[src/rtl/uart_tx.sv]
// uart_tx: buffered UART transmitter. Bytes enter a small circular FIFO over
// a valid/ready handshake. Each byte is sent as one start bit, BITS data bits
// (LSB first) and one stop bit, with no parity, at clks_per_bit clocks per bit.
// Queued frames go out back-to-back with no idle gap between them.
module uart_tx #(
    parameter int clks_per_bit = 104,
    parameter int BITS         = 8,
    parameter int FIFO_DEPTH   = 4
) (
    input  logic            clk,
    input  logic            rst_n,
    input  logic            tx_valid,
    output logic            tx_ready,
    input  logic [BITS-1:0] tx_data,
    output logic            tx,
    output logic            tx_active,
    output logic            tx_done
);

    localparam int CNT_W = (clks_per_bit > 1) ? $clog2(clks_per_bit) : 1;
    localparam int IDX_W = $clog2(BITS) + 1;
    localparam int PTR_W = (FIFO_DEPTH > 1) ? $clog2(FIFO_DEPTH) : 1;
    localparam int OCC_W = PTR_W + 1;

    localparam logic [CNT_W-1:0] CNT_LAST = CNT_W'(clks_per_bit - 1);
    localparam logic [IDX_W-1:0] IDX_LAST = IDX_W'(BITS - 1);
    localparam logic [OCC_W-1:0] OCC_FULL = OCC_W'(FIFO_DEPTH);

    typedef enum logic [1:0] {
        S_IDLE  = 2'd0,
        S_START = 2'd1,
        S_DATA  = 2'd2,
        S_STOP  = 2'd3
    } state_t;

    // FIFO storage and control
    logic [BITS-1:0]  r_mem [FIFO_DEPTH];
    logic [PTR_W-1:0] r_wr_ptr;
    logic [PTR_W-1:0] r_rd_ptr;
    logic [OCC_W-1:0] r_count;

    // Serialiser state
    state_t           r_state;
    logic [CNT_W-1:0] r_bit_cnt;
    logic [IDX_W-1:0] r_bit_idx;
    logic [BITS-1:0]  r_shift;
    logic             r_tx;

    // Next-state values
    logic             w_wr;
    logic             w_pop;
    logic             w_empty;
    logic             w_cnt_last;
    logic             w_done;
    state_t           w_state_nxt;
    logic [CNT_W-1:0] w_cnt_nxt;
    logic [IDX_W-1:0] w_idx_nxt;
    logic [BITS-1:0]  w_shift_nxt;
    logic             w_tx_nxt;

    assign w_empty    = (r_count == '0);
    assign w_cnt_last = (r_bit_cnt == CNT_LAST);
    assign w_wr       = tx_valid && tx_ready;

    assign tx_ready   = (r_count != OCC_FULL);
    assign tx         = r_tx;
    assign tx_active  = (r_state != S_IDLE);
    assign tx_done    = w_done;

    // FIFO payload storage; data only, so no reset
    always_ff @(posedge clk) begin
        if (w_wr) begin
            r_mem[r_wr_ptr] <= tx_data;
        end
    end

    // FIFO pointers and occupancy; a simultaneous write and pop keeps the count
    always_ff @(posedge clk or negedge rst_n) begin
        if (!rst_n) begin
            r_wr_ptr <= '0;
            r_rd_ptr <= '0;
            r_count  <= '0;
        end else begin
            if (w_wr) begin
                r_wr_ptr <= r_wr_ptr + PTR_W'(1);
            end
            if (w_pop) begin
                r_rd_ptr <= r_rd_ptr + PTR_W'(1);
            end
            case ({w_wr, w_pop})
                2'b10:   r_count <= r_count + OCC_W'(1);
                2'b01:   r_count <= r_count - OCC_W'(1);
                default: r_count <= r_count;
            endcase
        end
    end

    // State register, bit counters and the registered line output
    always_ff @(posedge clk or negedge rst_n) begin
        if (!rst_n) begin
            r_state   <= S_IDLE;
            r_bit_cnt <= '0;
            r_bit_idx <= '0;
            r_tx      <= 1'b1;
        end else begin
            r_state   <= w_state_nxt;
            r_bit_cnt <= w_cnt_nxt;
            r_bit_idx <= w_idx_nxt;
            r_tx      <= w_tx_nxt;
        end
    end

    // Shift register holds the byte being sent; data only, so no reset
    always_ff @(posedge clk) begin
        r_shift <= w_shift_nxt;
    end

    // Next-state logic; the line value is computed for the state being entered
    always_comb begin
        w_state_nxt = r_state;
        w_cnt_nxt   = r_bit_cnt;
        w_idx_nxt   = r_bit_idx;
        w_shift_nxt = r_shift;
        w_tx_nxt    = r_tx;
        w_pop       = 1'b0;
        w_done      = 1'b0;
        case (r_state)
            S_IDLE: begin
                w_tx_nxt = 1'b1;
                if (!w_empty) begin
                    w_pop       = 1'b1;
                    w_shift_nxt = r_mem[r_rd_ptr];
                    w_cnt_nxt   = '0;
                    w_idx_nxt   = '0;
                    w_state_nxt = S_START;
                    w_tx_nxt    = 1'b0;
                end
            end
            S_START: begin
                if (w_cnt_last) begin
                    w_cnt_nxt   = '0;
                    w_state_nxt = S_DATA;
                    w_tx_nxt    = r_shift[0];
                end else begin
                    w_cnt_nxt = r_bit_cnt + CNT_W'(1);
                end
            end
            S_DATA: begin
                if (w_cnt_last) begin
                    w_cnt_nxt   = '0;
                    w_shift_nxt = r_shift >> 1;
                    w_idx_nxt   = r_bit_idx + IDX_W'(1);
                    if (r_bit_idx == IDX_LAST) begin
                        w_state_nxt = S_STOP;
                        w_tx_nxt    = 1'b1;
                    end else begin
                        w_tx_nxt = w_shift_nxt[0];
                    end
                end else begin
                    w_cnt_nxt = r_bit_cnt + CNT_W'(1);
                end
            end
            S_STOP: begin
                if (w_cnt_last) begin
                    w_done    = 1'b1;
                    w_cnt_nxt = '0;
                    if (!w_empty) begin
                        w_pop       = 1'b1;
                        w_shift_nxt = r_mem[r_rd_ptr];
                        w_idx_nxt   = '0;
                        w_state_nxt = S_START;
                        w_tx_nxt    = 1'b0;
                    end else begin
                        w_state_nxt = S_IDLE;
                        w_tx_nxt    = 1'b1;
                    end
                end else begin
                    w_cnt_nxt = r_bit_cnt + CNT_W'(1);
                end
            end
            default: begin
                w_state_nxt = S_IDLE;
                w_tx_nxt    = 1'b1;
            end
        endcase
    end

endmodule

[config.mk]
export PLATFORM = sky130hd
export DESIGN_NAME = uart_tx
export DESIGN_NICKNAME = d
export VERILOG_FILES = /design/src/rtl/uart_tx.sv
export SDC_FILE = /design/constraint.sdc
export NUM_CORES = 1
export LEC_CHECK = 0
export CAP_MARGIN = 20
export CORE_UTILIZATION = 50
export DETAILED_ROUTE_END_ITERATION = 16
export GPL_ROUTABILITY_DRIVEN = 0
export HOLD_SLACK_MARGIN = 0.06
export PLACE_DENSITY_LB_ADDON = 0.1
export SYNTH_ARGS = -nofsm -noshare
export SYNTH_HDL_FRONTEND = slang
export SYNTH_SLANG_ARGS = --single-unit
[constraint.sdc]
create_clock -name clk -period 5.7 [get_ports clk]
set_input_delay 1.14 -clock clk [delete_from_list [all_inputs] [get_ports clk]]
set_output_delay 1.14 -clock clk [all_outputs]
set_load 0.01 [all_outputs]
; Word-level counts from Yosys, hierarchy flattened
; Memory sizes are Yosys's and may differ from the RTL's.
; Index checks and enable logic that the tools add are counted.
[word_totals]
ff_bits = 29
word_cells = 70
n_memories = 1
ramBits = 32
out_inout_bits = 4
inputBits = 11
[classes]
add_sub_neg = 6
mux = 32
eq_ne = 13
reduce_logical = 10
[mem_list]
columns = memory, depth, word_bits, rd, rd_clocked_by_memory_dff, write_ports, line_no
row1 = r_mem, 4, 8, 1, 0, 1, 37  ; logic [BITS-1:0] r_mem [FIFO_DEPTH];
[ops]
columns = op, count
row1 = 2-to-1 mux 8 bit, 3
row2 = case mux 8 bit (3 select lines), 1
row3 = 2-to-1 mux 7 bit, 2
row4 = case mux 7 bit (2 select lines), 1
row5 = 2-to-1 mux 1 bit, 12
row6 = 2-to-1 mux 4 bit, 3
row7 = case mux 4 bit (3 select lines), 1
row8 = 2-to-1 mux 2 bit, 5
row9 = inequality test 2 bit (second input constant), 5
row10 = case mux 2 bit (4 select lines), 1
row11 = adder 7 x 1 -> 7 bit (second input constant), 1
row12 = equality test 7 bit (second input constant), 1
row13 = equality test 2 bit (second input constant), 3
row14 = case mux 3 bit (2 select lines), 1
row15 = AND reduction 3 bit, 2
row16 = AND reduction 5 bit, 1
row17 = adder 2 x 1 -> 2 bit (second input constant), 2
row18 = adder 4 x 1 -> 4 bit (second input constant), 1
row19 = equality test 2 x 1 -> 1 bit (second input constant), 2
row20 = equality test 4 x 3 -> 1 bit (second input constant), 1
row21 = case mux 1 bit (4 select lines), 1
row22 = nonzero test 2 bit, 2
row23 = adder 3 x 1 -> 3 bit (second input constant), 1
row24 = logical NOT 3 bit, 1
row25 = other kinds (7), 7

; Longest topological paths before layout
; Gate-level depths: netlist of run 1.
[depth]
depth_word = 6
ltp_mapped = 10
mapped_depth_nobuf = 10

; Worst setup path before layout of run 1
; No wires, ideal clock.
[synth_path]
path_type = in2reg
startpoint = input port tx_valid
endpoint = register r_count[2]
setup_ps = 79
required_ps = 5621
stages = 8
n_path_buf = 0
path_slack_ps = 3312
t_arrival_ps = 2308
cell_sequence = and2_1 -> inv_1 -> ha_1 -> inv_1 -> fa_1 -> xor2_1 -> nor2_1 -> xor2_1
[synth_between]
elab_chain_len = 3
word_cells_on_any_way = 5
cone_classes = eq/ne (2) / mux (1) / reduce/logical (2)
[synth_rtl]
columns = item, line_no
row1 = from (decl), 12  ; input logic tx_valid,
row2 = logical AND 1 bit *, 63  ; assign w_wr = tx_valid && tx_ready;
row3 = equality test 2 x 1 -> 1 bit or equality test 2 bit (tied branches), 90  ; case ({w_wr, w_pop})
row4 = case mux 3 bit (2 select lines) or nonzero test 2 bit (tied branches), --
row5 = to (signal assigned), 91  ; 2'b10: r_count <= r_count + OCC_W'(1);
row6 = to (signal assigned), 92  ; 2'b01: r_count <= r_count - OCC_W'(1);
row7 = to (signal assigned), 93  ; default: r_count <= r_count;
row8 = to (decl), 40  ; logic [OCC_W-1:0] r_count;
; Mark *: on every way between the ends. The rest lies on a longest branch, timed or not.
; A chain may end at the register's enable or synchronous reset.

; Worst setup path after layout of run 1
[layout_path]
startpoint = register r_bit_cnt[0]
endpoint = output port tx_done
[layout_between]
elab_chain_len = 3
[layout_rtl]
columns = item, line_no
row1 = from (decl), 44  ; logic [CNT_W-1:0] r_bit_cnt;
row2 = from (signal assigned), 107  ; r_bit_cnt <= w_cnt_nxt;
row3 = equality test 7 bit, 62  ; assign w_cnt_last = (r_bit_cnt == CNT_LAST);
row4 = 2-to-1 mux 1 bit, 164  ; if (w_cnt_last) begin
row5 = 2-to-1 mux 1 bit, 127  ; case (r_state)
row6 = to (decl), 17  ; output logic tx_done
; No other way between the ends.

==> results of run 1 <==
## power groups by stage
stage	sequential, mW	clock, mW	combinational [mW]
after floorplan	0.583	0	0.120
after global placement	0.587	0	0.162
after detailed placement	0.592	0	0.176
after CTS	0.584	0.455	0.176
after global routing	0.590	0.476	0.195
final	0.584	0.451	0.171
## path summary, 6_finish.rpt
| kind | end | slack (ps) |
|---|---|---|
| max | tx_done | 2510 |
| max in group asynchronous | r_wr_ptr[0]$_DFFE_PN0P_ | 3750 |
| min in group asynchronous | r_bit_idx[3]$_DFFE_PN0P_ | 1350 |
| min reg2reg | r_bit_idx[0]$_DFFE_PN0P_ | 520 |
| min | r_bit_idx[0]$_DFFE_PN0P_ | 520 |
| max reg2reg | r_count[2]$_DFFE_PN0P_ | 3140 |
## layout by cell type, fill, tap and decap left out, drive strengths merged, types with 3 or more instances in the layout
cell type and n:
and3 5, nor3 4, dfrtp 20, a22o 7
xor2 6, nand3 5, o21ai 4, mux2 3
nand3b 3, clkbuf 11, mux4 8, inv 12
nor2 9, ha 13, nand2 10, edfxtp 40
bufinv 3, a21oi 5, xnor2 3, clkdlybuf4s50 14
## cells by family (layout without fill, tap and decap cells)
family	after synthesis	in the layout	synth area share [%]
flip-flops	61	61	61.0
AND/OR/NAND/NOR	54	54	11.3
AO/OA/AOI/OAI	30	30	8.03
buffers and inverters	16	42	2.21
adder cells (fa/ha/maj)	14	14	6.45
multiplexers	13	13	8.26
XOR/XNOR	9	9	2.78
## stage by stage
step | hold slack, ps | power, mW
5_1_grt | 553 | 1.26
3_3_place_gp | 502 | 0.749
3_5_place_dp | 509 | 0.767
2_1_floorplan | 478 | 0.702
4_1_cts | 527 | 1.21
6_report | 523 | 1.21
## state kept, by name, summed over array words and instances, names as in the netlist
signal     count
r_bit_cnt      7
r_bit_idx      4
r_count        3
r_mem         32
r_rd_ptr       2
r_shift        8
r_state        2
r_wr_ptr       2
tx             1
## worst max-delay path, stage by stage, from the launching register on
cell and delay (ps):
dfrtp_1 400, ha_1 270, and4b_1 310, and3_1 190, clkdlybuf4s50_1 530
## metal layers
layer | GRT usage, % | part of all wire, % | vias up
li1 | - | - | 786
met5 | 0 | 0 | -
met2 | 31.0 | 51 | 39
met3 | 4.29 | 3.1 | 10
met1 | 23.5 | 44 | 856
met4 | 10.2 | 1.6 | 0
## cell type report
type	count	area, µm²
repair buffers	14	140
flip-flops and latches	61	1730
fillers	423	2200
inverters	12	45.0
well taps	72	90.1
multi-input cells	120	1040
clock inverters	5	98.8
clock buffers	11	131
==> flow_summary_export.csv, run 1 <==
group,metric,value,unit
yosys,synth-seq-cells,61,
status,status,"finished, final reports clean",
drt,vias_per_cell,5.73,
yosys,synth_common_cells,"40 x edfxtp_1, 20 x dfrtp_1, 13 x ha_1",
sta,min_period_over_period,55.9,%
sta,grt_setup_unrepaired,"false",
worst_hold_path,hold_start,"r_bit_idx[0]$_DFFE_PN0P_",
power,p_int,911,µW
power,netSwitchingFraction,24.4,%
critical_path,r2r-start,"r_bit_cnt[0]$_DFFE_PN0P_",
yosys,synth-main-ff-cell,"edfxtp_1",
clocking,root_buffer,"clkbuf_8",
sta,setup_tns,0,ps
clocking,cts_tree,"built",
drt,wl_per_cell,16.6,µm
power,pwr-share-clk,37.4,%
sta,clock_skew,4.47,ps
finish,nNetsFinal,243,
yosys,synthTopCellsByArea,"edfxtp_1 42%, dfrtp_1 18%, mux4_2 6.4%",
critical_path,critPathMaxFanout,6,
yosys,synth_top_cell_by_area,"edfxtp_1",
sta,drv_slew,0,
finish,utilization,59.9,%
placed_design,port-buffer-count,14,
clocking,cts_max_path_buffers,2,
critical_path,cp-end-kind,"primary output",
finish,instances_no_fill,295,
grt,grt_pass1_wl,8470,µm
critical_path,reg2regPathDepth,10,
yosys,synth-edff-count,40,
power,seqPwrFrac,48.4,%
clocking,cts_resized,0,
finish,drive_above_1_share,14.3,%
clocking,numCtsBuffers,9,
job,cap_violations,0,
clocking,clkSlewWorstSetupHoldPaths,70,ps
floorplan,die_area,0.00597,mm²
power,switchingPower,295,µW
sta,fin_crit,3190,ps
yosys,syn_nets,222,
placed_design,place_area,0.00305,mm²
clocking,cts_hold_buf,0,
critical_path,worstSetupPathType,"register to primary output",
yosys,syn_inst,197,
grt,grt_pass1_vias,1775,
clocking,postCtsSetupBuffers,0,
clocking,clock_latency,330,ps
floorplan,rows,27,
placed_design,pre_cts_ws,2710,ps
yosys,synth_top_area_share,42.4,%
critical_path,required,4560,ps
power,power.leakage,1.27,nW
drt,drc,0,
sta,setup_viol_count_final,0,
grt,grt_overflow,0,
floorplan,die_w,77.3,µm
sta,worst_slew_pin_slew,982,ps
floorplan,initial_core_util,51.8,%
drt,finalWirelength,4910,µm
floorplan,core,0.00547,mm²
floorplan,io_pins,15,
drt,drtPass1Iterations,4,
placed_design,dp.final_hpwl,3410,µm
drt,num_vias,1691,
sta,timing.slew.headroom,34.3,%
finish,area_delta_synth_final,15.6,%
grt,grt_usage,19.0,%
yosys,yosysMostFrequentCell,"edfxtp_1",
grt,grt_max_degree,22,
worst_hold_path,holdPathStages,1,
sta,fmax,0.314,GHz
clocking,numClockSinks,61,
critical_path,start_kind,"register",
placed_design,place_inst,279,
power,irDropWorstVdd,0.224,mV
finish,n_antenna_cell,0,
yosys,synthArstFlopShare,34.4,%
sta,hold_viol,0,
yosys,synth.distinct_cells,50,
drt,ant_nets,0,
yosys,avgSynthCellArea,14.4,µm²
floorplan,die_h,77.3,µm
finish,stdcell_area,0.00328,mm²
yosys,seq_area_frac_synth,61.0,%
sta,setup_ws,2510,ps
power,comb_power_share,14.2,%
yosys,syn_area,0.00283,mm²
yosys,ys_warn_count,0,
critical_path,arrival,2050,ps
critical_path,crit_path_start,"r_bit_cnt[0]$_DFFE_PN0P_",
drt,drtIter0Drc,79,
worst_hold_path,hold_class,"register to register",
clocking,h-tree-depth,3,
grt,antenna_found_initial,0,
power,power.density,368,mW/mm²
Power figures use the tool's default switching activity.
==> run 2, diff against run 1 <==
==> constraint.sdc (replaced) <==
create_clock -name clk -period 2.9 [get_ports clk]
set_input_delay 0.58 -clock clk [delete_from_list [all_inputs] [get_ports clk]]
set_output_delay 0.58 -clock clk [all_outputs]
set_load 0.01 [all_outputs]
==> flow_summary_export.csv, run 2 (synthesis gave the netlist of run 1 again) <==
group,metric,value,unit
floorplan,die_area,0.00597,mm²
finish,multi_input_area,0.00104,mm²
sta,drv_slew,0,
finish,drive_above_1_share,14.3,%
power,power.density,700,mW/mm²
drt,vias_per_cell,5.74,
sta,clock_skew,9.98,ps
critical_path,cp.buffers_inverters,1,
placed_design,pre_cts_ws,423,ps
worst_hold_path,hold_class,"register to register",
power,irDropWorstVdd,0.405,mV
drt,top_layer_used,"met4",
clocking,clock_latency,330,ps
sta,worst_slew_pin_slew,589,ps
drt,drtPass1Iterations,4,
drt,ant_nets,0,
status,status,"finished, final reports clean",
critical_path,required,2320,ps
critical_path,arrival,2010,ps
sta,fmax,0.386,GHz
finish,final_cell_mix,"40 x edfxtp_1, 20 x dfrtp_1, 14 x clkdlybuf4s50_1",
finish,seqCellArea,0.00173,mm²
drt,drc,0,
clocking,clkSlewWorstSetupHoldPaths,60,ps
critical_path,start_kind,"register",
finish,area_delta_synth_final,15.1,%
clocking,h-tree-depth,3,
grt,grt_overflow,0,
sta,setup_viol_count_final,0,
placed_design,place_inst,280,
sta,setup_ws,310,ps
critical_path,critical-path-top-delay-family,"buffers and inverters",
sta,setup_tns,0,ps
floorplan,die_w,77.3,µm
finish,reg_top3,"r_mem: 32 flops, r_shift: 8 flops, r_bit_cnt: 7 flops",
power,seqPwrFrac,50.2,%
grt,grt_usage,19.0,%
placed_design,port-buffer-count,14,
finish,largest_reg_flops,32,
finish,regMostFlops,"r_mem",
grt,antenna_found_initial,0,
power,netSwitchingFraction,25.1,%
critical_path,critPathMaxFanout,6,
sta,fin_hold_ws,518,ps
grt,grt_max_degree,22,
clocking,cts_resized,0,
drt,met2_length,2470,µm
clocking,numCtsBuffers,9,
critical_path,cp_slowest_stage_delay,530,ps
critical_path,worstSetupPathType,"register to primary output",
floorplan,core,0.00547,mm²
finish,stdcell_area,0.00326,mm²
sta,timing.slew.headroom,60.7,%
drt,finalWirelength,4860,µm
finish,n_antenna_cell,0,
power,comb_power_share,15.0,%
sta,hold_viol,0,
critical_path,crit_path_start,"r_bit_cnt[0]$_DFFE_PN0P_",
drt,wl_met3,217,µm
sta,grt_setup_unrepaired,"false",
power,pwr-share-clk,34.8,%
drt,wl_per_cell,16.4,µm
floorplan,io_pins,15,
floorplan,die_h,77.3,µm
finish,utilization,59.6,%
finish,layout_commonest_cell,"edfxtp_1",
power,power.leakage,1.26,nW
critical_path,critPathSlowestCell,"clkdlybuf4s50_1",
drt,drtIter0Drc,73,
critical_path,r2r-start,"r_bit_cnt[0]$_DFFE_PN0P_",
grt,grt_pass1_wl,8270,µm
drt,wl_met1,2060,µm
finish,nNetsFinal,244,
clocking,postCtsSetupBuffers,0,
critical_path,path_cells,"ha_1 -> and4b_1 -> and3_1 -> clkdlybuf4s50_1",
placed_design,place_area,0.00305,mm²
finish,n_fill_cell,437,
clocking,numClockSinks,61,
drt,num_vias,1700,
worst_hold_path,hold_start,"r_bit_idx[0]$_DFFE_PN0P_",
power,switchingPower,573,µW
placed_design,dp.final_hpwl,3430,µm
job,cap_violations,0,
sta,min_period_over_period,89.3,%
clocking,root_buffer,"clkbuf_8",
clocking,cts_max_path_buffers,2,
finish,instances_no_fill,296,
power,p_int,1.71,mW
critical_path,cp-end-kind,"primary output",
power,finalPower,2.28,mW
floorplan,initial_core_util,51.8,%
floorplan,rows,27,
clocking,cts_hold_buf,0,
sta,fin_crit,2590,ps
clocking,cts_tree,"built",
grt,grt_pass1_vias,1759,
run 2: cell count changes in the layout (fill, tap and decap cells not counted), sizes merged:
cell	previous run	this run
buf	0	1
bufinv	3	2
clkbuf	11	12
run 2: worst paths after layout:
kind                                                  to  slack, ps  cells past startpoint
worst max-delay path                             tx_done        310                      4
worst min-delay path            r_bit_idx[0]$_DFFE_PN0P_        520                      1
worst max register to register    r_count[2]$_DFFE_PN0P_        410                     10
worst min register to register  r_bit_idx[0]$_DFFE_PN0P_        520                      1
max in group asynchronous                 tx$_DFFE_PN1P_       2030                      2
min in group asynchronous       r_bit_idx[0]$_DFFE_PN0P_        600                      2
run 2: power groups by stage:
stage | clock, mW | combinational, mW | sequential, mW
global route | 0.849 | 0.383 | 1.16
finish | 0.794 | 0.343 | 1.15
CTS | 0.808 | 0.352 | 1.15
floorplan | 0 | 0.235 | 1.15
global placement | 0 | 0.323 | 1.15
detailed placement | 0 | 0.347 | 1.16
run 2: cell type report:
| class | count | share of cell area [%] |
|---|---|---|
| repair buffers | 15 | 4.53 |
| clock buffers | 12 | 4.14 |
| clock inverters | 4 | 2.22 |
| multi-input cells | 120 | 32.0 |
| well taps | 72 | 2.76 |
| inverters | 12 | 1.38 |
| flip-flops and latches | 61 | 53.0 |
run 2: routing by layer:
metal	up-vias	GRT usage [%]
met3	14	6.43
met1	854	21.6
met4	0	10.2
met5	-	0
li1	788	-
met2	44	31.4
